## config.mk

```make
export PLATFORM = sky130hd
export DESIGN_NAME = i2s_tx_tdm_channel
export DESIGN_NICKNAME = d
export VERILOG_FILES = /design/src/rtl/i2s_tx_tdm_channel.sv
export SDC_FILE = /design/constraint.sdc
export NUM_CORES = 1
export LEC_CHECK = 0
export BUFFER_PORTS_ARGS = -buffer_cell sky130_fd_sc_hd__buf_2
export CORE_ASPECT_RATIO = 1.25
export CORE_MARGIN = 2
export CORE_UTILIZATION = 45
export DETAILED_ROUTE_END_ITERATION = 10
export SYNTH_ARGS = -nofsm -noshare
export SYNTH_HDL_FRONTEND = slang
export SYNTH_SLANG_ARGS = --single-unit
```

## constraint.sdc

```tcl
create_clock -name sck_i -period 4.49 [get_ports sck_i]
set_input_delay 0.2245 -clock sck_i [delete_from_list [all_inputs] [get_ports sck_i]]
set_output_delay 0.2245 -clock sck_i [all_outputs]
set_load 0.05 [all_outputs]
```

## src/rtl/i2s_tx_tdm_channel.sv

```systemverilog
// i2s_tx_tdm_channel
// TDM/DSP-mode serial transmitter: up to NUM_SLOTS slot words per frame on one
// data line, with per-slot masking, frame-sync offset and MSB/LSB-first order.
// Words arrive over a valid/ready handshake into a one-word holding register.
//
// Ports:
//   sck_i, rst_i        bit clock (posedge) and async active-high reset
//   ws_i                frame sync, frame starts on its rising edge
//   sd_o                registered serial data
//   fifo_data_i/valid_i/ready_o   slot word handshake from the TX FIFO
//   ready_to_send_o     first word buffered, waiting for frame sync
//   frame_active_o      inside a frame (offset or shifting)
//   underrun_o          pulse: enabled slot started with no word
//   frame_err_o         pulse: ws_i rose mid-frame
//   cfg_*               enable, slots-1, slot mask, bits-1, bit order, offset
module i2s_tx_tdm_channel #(
  parameter int unsigned NUM_SLOTS = 8,
  parameter int unsigned MAX_BITS  = 32,
  parameter int unsigned OFFSET_W  = 9
) (
  input  logic                         sck_i,
  input  logic                         rst_i,
  input  logic                         ws_i,
  output logic                         sd_o,
  input  logic [MAX_BITS-1:0]          fifo_data_i,
  input  logic                         fifo_valid_i,
  output logic                         fifo_ready_o,
  output logic                         ready_to_send_o,
  output logic                         frame_active_o,
  output logic                         underrun_o,
  output logic                         frame_err_o,
  input  logic                         cfg_en_i,
  input  logic [$clog2(NUM_SLOTS)-1:0] cfg_num_slots_i,
  input  logic [NUM_SLOTS-1:0]         cfg_slot_mask_i,
  input  logic [$clog2(MAX_BITS)-1:0]  cfg_num_bits_i,
  input  logic                         cfg_lsb_first_i,
  input  logic [OFFSET_W-1:0]          cfg_offset_i
);

  localparam int unsigned SLOT_W = $clog2(NUM_SLOTS);
  localparam int unsigned BIT_W  = $clog2(MAX_BITS);

  typedef enum logic [2:0] {
    IDLE,
    PRELOAD,
    WAIT_FS,
    OFFSET,
    SHIFT
  } state_e;

  state_e state_q, state_d;

  logic                ws_q;
  logic                hold_valid;
  logic [MAX_BITS-1:0] hold_data;
  logic [MAX_BITS-1:0] shreg;
  logic [SLOT_W-1:0]   slot_cnt;
  logic [BIT_W-1:0]    bit_cnt;
  logic [OFFSET_W-1:0] off_cnt;

  logic                sync;
  logic                last_bit;
  logic                last_slot;
  logic                off_done;
  logic                clear;
  logic                start_slot;
  logic [SLOT_W-1:0]   start_idx;
  logic                go_offset;
  logic                frame_err_d;
  logic                slot_en;
  logic                hold_consumed;
  logic                fifo_xfer;
  logic                first_bit;
  logic                next_bit;

  assign sync      = ws_i & ~ws_q;
  // Range compares keep the counters terminating even if the configuration
  // is changed outside IDLE.
  assign last_bit  = (bit_cnt >= cfg_num_bits_i);
  assign last_slot = (slot_cnt >= cfg_num_slots_i);
  assign off_done  = (off_cnt >= (cfg_offset_i - 1'b1));
  assign clear     = ~cfg_en_i | (state_q == IDLE);

  assign slot_en       = cfg_slot_mask_i[start_idx];
  assign hold_consumed = start_slot & slot_en & hold_valid;
  assign fifo_ready_o  = cfg_en_i & (state_q != IDLE) & (~hold_valid | hold_consumed);
  assign fifo_xfer     = fifo_valid_i & fifo_ready_o;

  assign first_bit = cfg_lsb_first_i ? hold_data[0] : hold_data[cfg_num_bits_i];
  assign next_bit  = cfg_lsb_first_i ? shreg[0]     : shreg[cfg_num_bits_i];

  always_ff @(posedge sck_i or posedge rst_i) begin
    if (rst_i) begin
      state_q <= IDLE;
    end else begin
      state_q <= state_d;
    end
  end

  always_comb begin
    state_d     = state_q;
    start_slot  = 1'b0;
    start_idx   = '0;
    go_offset   = 1'b0;
    frame_err_d = 1'b0;
    case (state_q)
      IDLE: begin
        state_d = PRELOAD;
      end
      PRELOAD: begin
        if (hold_valid) begin
          state_d = WAIT_FS;
        end
      end
      WAIT_FS: begin
        if (sync) begin
          if (cfg_offset_i != '0) begin
            state_d   = OFFSET;
            go_offset = 1'b1;
          end else begin
            state_d    = SHIFT;
            start_slot = 1'b1;
          end
        end
      end
      OFFSET: begin
        frame_err_d = sync;
        if (off_done) begin
          state_d    = SHIFT;
          start_slot = 1'b1;
        end
      end
      SHIFT: begin
        frame_err_d = sync & ~(last_bit & last_slot);
        if (last_bit) begin
          if (!last_slot) begin
            start_slot = 1'b1;
            start_idx  = slot_cnt + 1'b1;
          end else if (sync) begin
            // Sync on the final bit edge: chain straight into the next frame.
            if (cfg_offset_i != '0) begin
              state_d   = OFFSET;
              go_offset = 1'b1;
            end else begin
              start_slot = 1'b1;
            end
          end else begin
            state_d = WAIT_FS;
          end
        end
      end
      default: begin
        state_d = IDLE;
      end
    endcase
    if (!cfg_en_i) begin
      state_d     = IDLE;
      start_slot  = 1'b0;
      go_offset   = 1'b0;
      frame_err_d = 1'b0;
    end
  end

  always_ff @(posedge sck_i or posedge rst_i) begin
    if (rst_i) begin
      ws_q <= 1'b0;
    end else begin
      ws_q <= ws_i;
    end
  end

  always_ff @(posedge sck_i or posedge rst_i) begin
    if (rst_i) begin
      hold_valid <= 1'b0;
      hold_data  <= '0;
    end else if (clear) begin
      hold_valid <= 1'b0;
    end else if (fifo_xfer) begin
      hold_data  <= fifo_data_i;
      hold_valid <= 1'b1;
    end else if (hold_consumed) begin
      hold_valid <= 1'b0;
    end
  end

  always_ff @(posedge sck_i or posedge rst_i) begin
    if (rst_i) begin
      sd_o     <= 1'b0;
      shreg    <= '0;
      slot_cnt <= '0;
      bit_cnt  <= '0;
      off_cnt  <= '0;
    end else if (clear) begin
      sd_o     <= 1'b0;
      shreg    <= '0;
      slot_cnt <= '0;
      bit_cnt  <= '0;
      off_cnt  <= '0;
    end else if (start_slot) begin
      slot_cnt <= start_idx;
      bit_cnt  <= '0;
      // The first bit goes straight from the holding register to the pad, so
      // the shift register is loaded already advanced by one position.
      if (slot_en && hold_valid) begin
        sd_o  <= first_bit;
        shreg <= cfg_lsb_first_i ? (hold_data >> 1) : (hold_data << 1);
      end else begin
        sd_o  <= 1'b0;
        shreg <= '0;
      end
    end else if ((state_q == SHIFT) && !last_bit) begin
      bit_cnt <= bit_cnt + 1'b1;
      sd_o    <= next_bit;
      shreg   <= cfg_lsb_first_i ? (shreg >> 1) : (shreg << 1);
    end else begin
      sd_o <= 1'b0;
      if (go_offset) begin
        off_cnt <= '0;
      end else if (state_q == OFFSET) begin
        off_cnt <= off_cnt + 1'b1;
      end
    end
  end

  always_ff @(posedge sck_i or posedge rst_i) begin
    if (rst_i) begin
      underrun_o      <= 1'b0;
      frame_err_o     <= 1'b0;
      frame_active_o  <= 1'b0;
      ready_to_send_o <= 1'b0;
    end else begin
      underrun_o      <= start_slot & slot_en & ~hold_valid;
      frame_err_o     <= frame_err_d;
      frame_active_o  <= (state_d == OFFSET) || (state_d == SHIFT);
      ready_to_send_o <= (state_d == WAIT_FS);
    end
  end

endmodule

```

==> results by group <==
Outcome
  – Status: completed

Worst setup path
  – Crit Path Category: in2out
  – Critical path data arrival time: 3640 ps
  – R2R depth: 8
  – CP peak stage delay: 570 ps
  – Beginning of the critical path: cfg_offset_i[2]
  – Crit-path slowest cell: or4_1
  – Worst reg2reg startpoint: state_q[0]
  – Crit-path cells: buf_2 > or4_1 > or2_2 > nor3b_1 > xnor2_1 > ha_1 > a21oi_1 > o21ai_0 > a41oi_1 > a21oi_1 > o311a_2 > a21oi_1 > nor2_1 > buf_2
  – Crit Reg-Reg Endpoint: shreg[16]
  – Max FO, Critical Path: 10
  – Worst Setup End Kind: primary output
  – Startpoint types: input pin
  – Most frequent CP cell: a21oi_1
  – R2r setup slk: 1410 ps
  – Req. time, crit path: 4270 ps

Clock network
  – Clock slew seen by the registers of the worst setup and hold paths: 60 ps
  – CTS sink count: 91
  – Post-CTS setup buffer count: 0
  – H-tree Lvls: 3
  – Root Buffer: clkbuf_16
  – Num CTS Buffers: 9
  – CTS tree: yes
  – Clock buffer depth: 2
  – Worst skew pair latency: 340 ps

Yosys
  – Post-synthesis simple-gate area fraction: 15.4%
  – Largest family of logic cells by synthesized area: multiplexers
  – Synth Area per Inst: 9.93 um^2
  – Post-synthesis compound-gate area fraction: 12.9%
  – Cell with the most instances after synthesis: dfrtp_1
  – Async SR Flop Fraction: 100%
  – Dominant synthesized flop cell: dfrtp_1
  – Synth cell types: 54
  – Synthesis Warnings: 0
  – Leading area contributor after synthesis: dfrtp_1
  – Number of flops mapped to enable cells by yosys: 0
  – Cells after Synth: 627
  – Sequential element share of the synthesized area: 36.6%
  – Post-synth net total: 711
  – Cell area after synthesis: 6230 um^2
  – Seq cells post-synth: 91
  – Adder-cell share of the synthesized area: 4.22%
  – Top cells by count, synth: dfrtp_1, a21oi_1, nand2_1
  – Share of the synthesized area in the top cell type: 36.6%
  – Leading post-synthesis cells by cell area: dfrtp_1, mux4_2, a21oi_1
  – Multiplexer share of the synthesized area: 24.5%
  – XOR/XNOR share of the synthesized area: 1.69%

Power and ir drop
  – Worst VDD drop: 0.000191 V
  – Leakage: 3.06 nW
  – Pwr Total: 2.21 mW
  – PD cells: 318 nW/um^2

STA
  – Setup TNS: 0 ps
  – Final Setup Violations: 0
  – Actual slew at the worst max-slew pin: 1320 ps
  – Max Clock Skew: 8.13 ps
  – Final Cycle Share: 86.0%
  – Hold Violations, Final: 0
  – Max-slew headroom at the worst pin: 11.9%
  – RSZ-0062 raised after global routing: false
  – Fmax: 0.259 GHz
  – Crit path time final: 3860 ps
  – Slew Limit Fails: 0

Min path
  – Hold WC Path Type: in2async

Floorplan
  – Die area: 14800 um^2
  – Initial Util: 45.5%
  – Die width: 109 um
  – Die Ht: 136 um
  – FP Rows: 48
  – I/O pin count: 69
  – CORE AREA: 13700 um^2

Layout
  – Fill count: 1307
  – Footprint of the multi-input gates: 3670 um^2
  – Layout cells sized above 1: 24.2%
  – Nets: 756
  – FF/Latch Area: 2280 um^2
  – Cell Count, Final, Fillers Out: 852
  – Diodes inserted: 0
  – Synth-to-Final Area Change: 11.7%

GRT
  – Vias in the first global route: 5173
  – Initial antenna violation count: 0
  – First-pass GRT wire length: 25.8 mm
  – GR Util All Layers: 22.0%
  – Maximum number of pins on one net before global-route repair: 48
  – Global route total overflow: 0

Routing
  – Initial DRC count: 453
  – Detailed Route WL: 15.3 mm
  – DR pass1 iterations: 5
  – DRC: 0
  – WL/cell: 18.0 um
  – Drt via density: 6.03
  – Via count of the routed design: 5135
  – DRT antenna net count: 0

Placement
  – Port buffer count: 68
  – Dpl hpwl: 10.5 mm
  – Routability Congestion: 0.924
  – Placed Cells: 835

Run
  – Max_cap viols: 0
## report_power, final
group	switching (mW)	internal [mW]
Clock	0.328	0.372
Sequential	0.124	0.924
Combinational	0.209	0.254
## layer usage
layer | part of all wire [%] | global-route usage [%] | up-vias | wire length, um
met5 | 0 | 0 | - | 0
met1 | 44 | 28.9 | 2528 | 6730
met3 | 4.5 | 2.36 | 28 | 697
li1 | - | - | 2433 | -
met4 | 2.2 | 8.72 | 0 | 335
met2 | 49 | 36.9 | 146 | 7570
## area by class of cell
class,count,area share [%]
Clock inverter,7,0.648
Inverter,21,1.15
Tap cell,175,3.15
Clock buffer,9,3.24
Sequential cell,91,32.7
Multi-Input combinational cell,468,52.7
Timing Repair Buffer,81,6.33
## flip-flops by register name (all words and copies together) (netlist names)
name,cells
ready_to_send_o,1
bit_cnt,5
frame_active_o,1
slot_cnt,3
underrun_o,1
shreg,32
hold_data,32
state_q,3
off_cnt,9
sd_o,1
frame_err_o,1
ws_q,1
hold_valid,1
## stage by stage
stage / setup slack, ps / util (%) / hold slack, ps / instance area, um^2
2_1_floorplan: 715 / - / 256 / 6230
3_3_place_gp: 612 / 48.7 / 345 / 6670
3_5_place_dp: 523 / 48.7 / 348 / 6670
4_1_cts: 638 / 50.8 / 31.7 / 6950
5_1_grt: 306 / 50.8 / 59.9 / 6950
6_report: 627 / 50.8 / 3.47 / 6950
## worst max-delay path, delay by kind of cell
kind / cells / cell delay [ps]
adder cells (fa/ha/maj): 1 / 260
buffers and inverters: 2 / 340
AND/OR/NAND/NOR: 4 / 1230
AO/OA/AOI/OAI: 6 / 1430
XOR/XNOR: 1 / 160
## how the worst max path moves through the flow
stage                               end  depth (start not counted)
final                      fifo_ready_o                         14
after global routing       fifo_ready_o                         14
after CTS                  fifo_ready_o                         14
after detailed placement  hold_data[26]                         13
after global placement    hold_data[30]                         13
after floorplan            fifo_ready_o                         12
## cells in the final DEF, fill, tap and decap left out, drive strengths merged, types with 2 or more instances in the layout
cell type,count
and2,2
clkbuf,9
clkinv,5
nor3b,6
o21a,3
dfrtp,91
nor2b,2
mux2,63
xnor2,7
nand2,59
or3,2
a41oi,3
nand4,35
xor2,5
nor3,34
mux2i,34
buf,80
clkinvlp,4
a21o,4
o21ai,11
a31o,2
a21boi,3
nor2,18
nand3,12
and3,5
inv,19
mux4,21
a31oi,5
o311ai,5
a21oi,78
o32ai,4
ha,21
nand2b,8
o31ai,6
## what timing repair did
item / CTS / global route
resized for setup: 0 / 0
hold endpoints to repair: 1 / 0
hold buffers: 1 / 0
## logic make-up after synthesis
| kind of cell | count (synthesis) |
|---|---|
| compound gates | 129 |
| mux | 118 |
| fa+ha+maj | 21 |
| buf+inv | 68 |
| simple gates | 188 |
| xor+xnor | 12 |
| flops | 91 |
(Power assumes the default switching activity.)
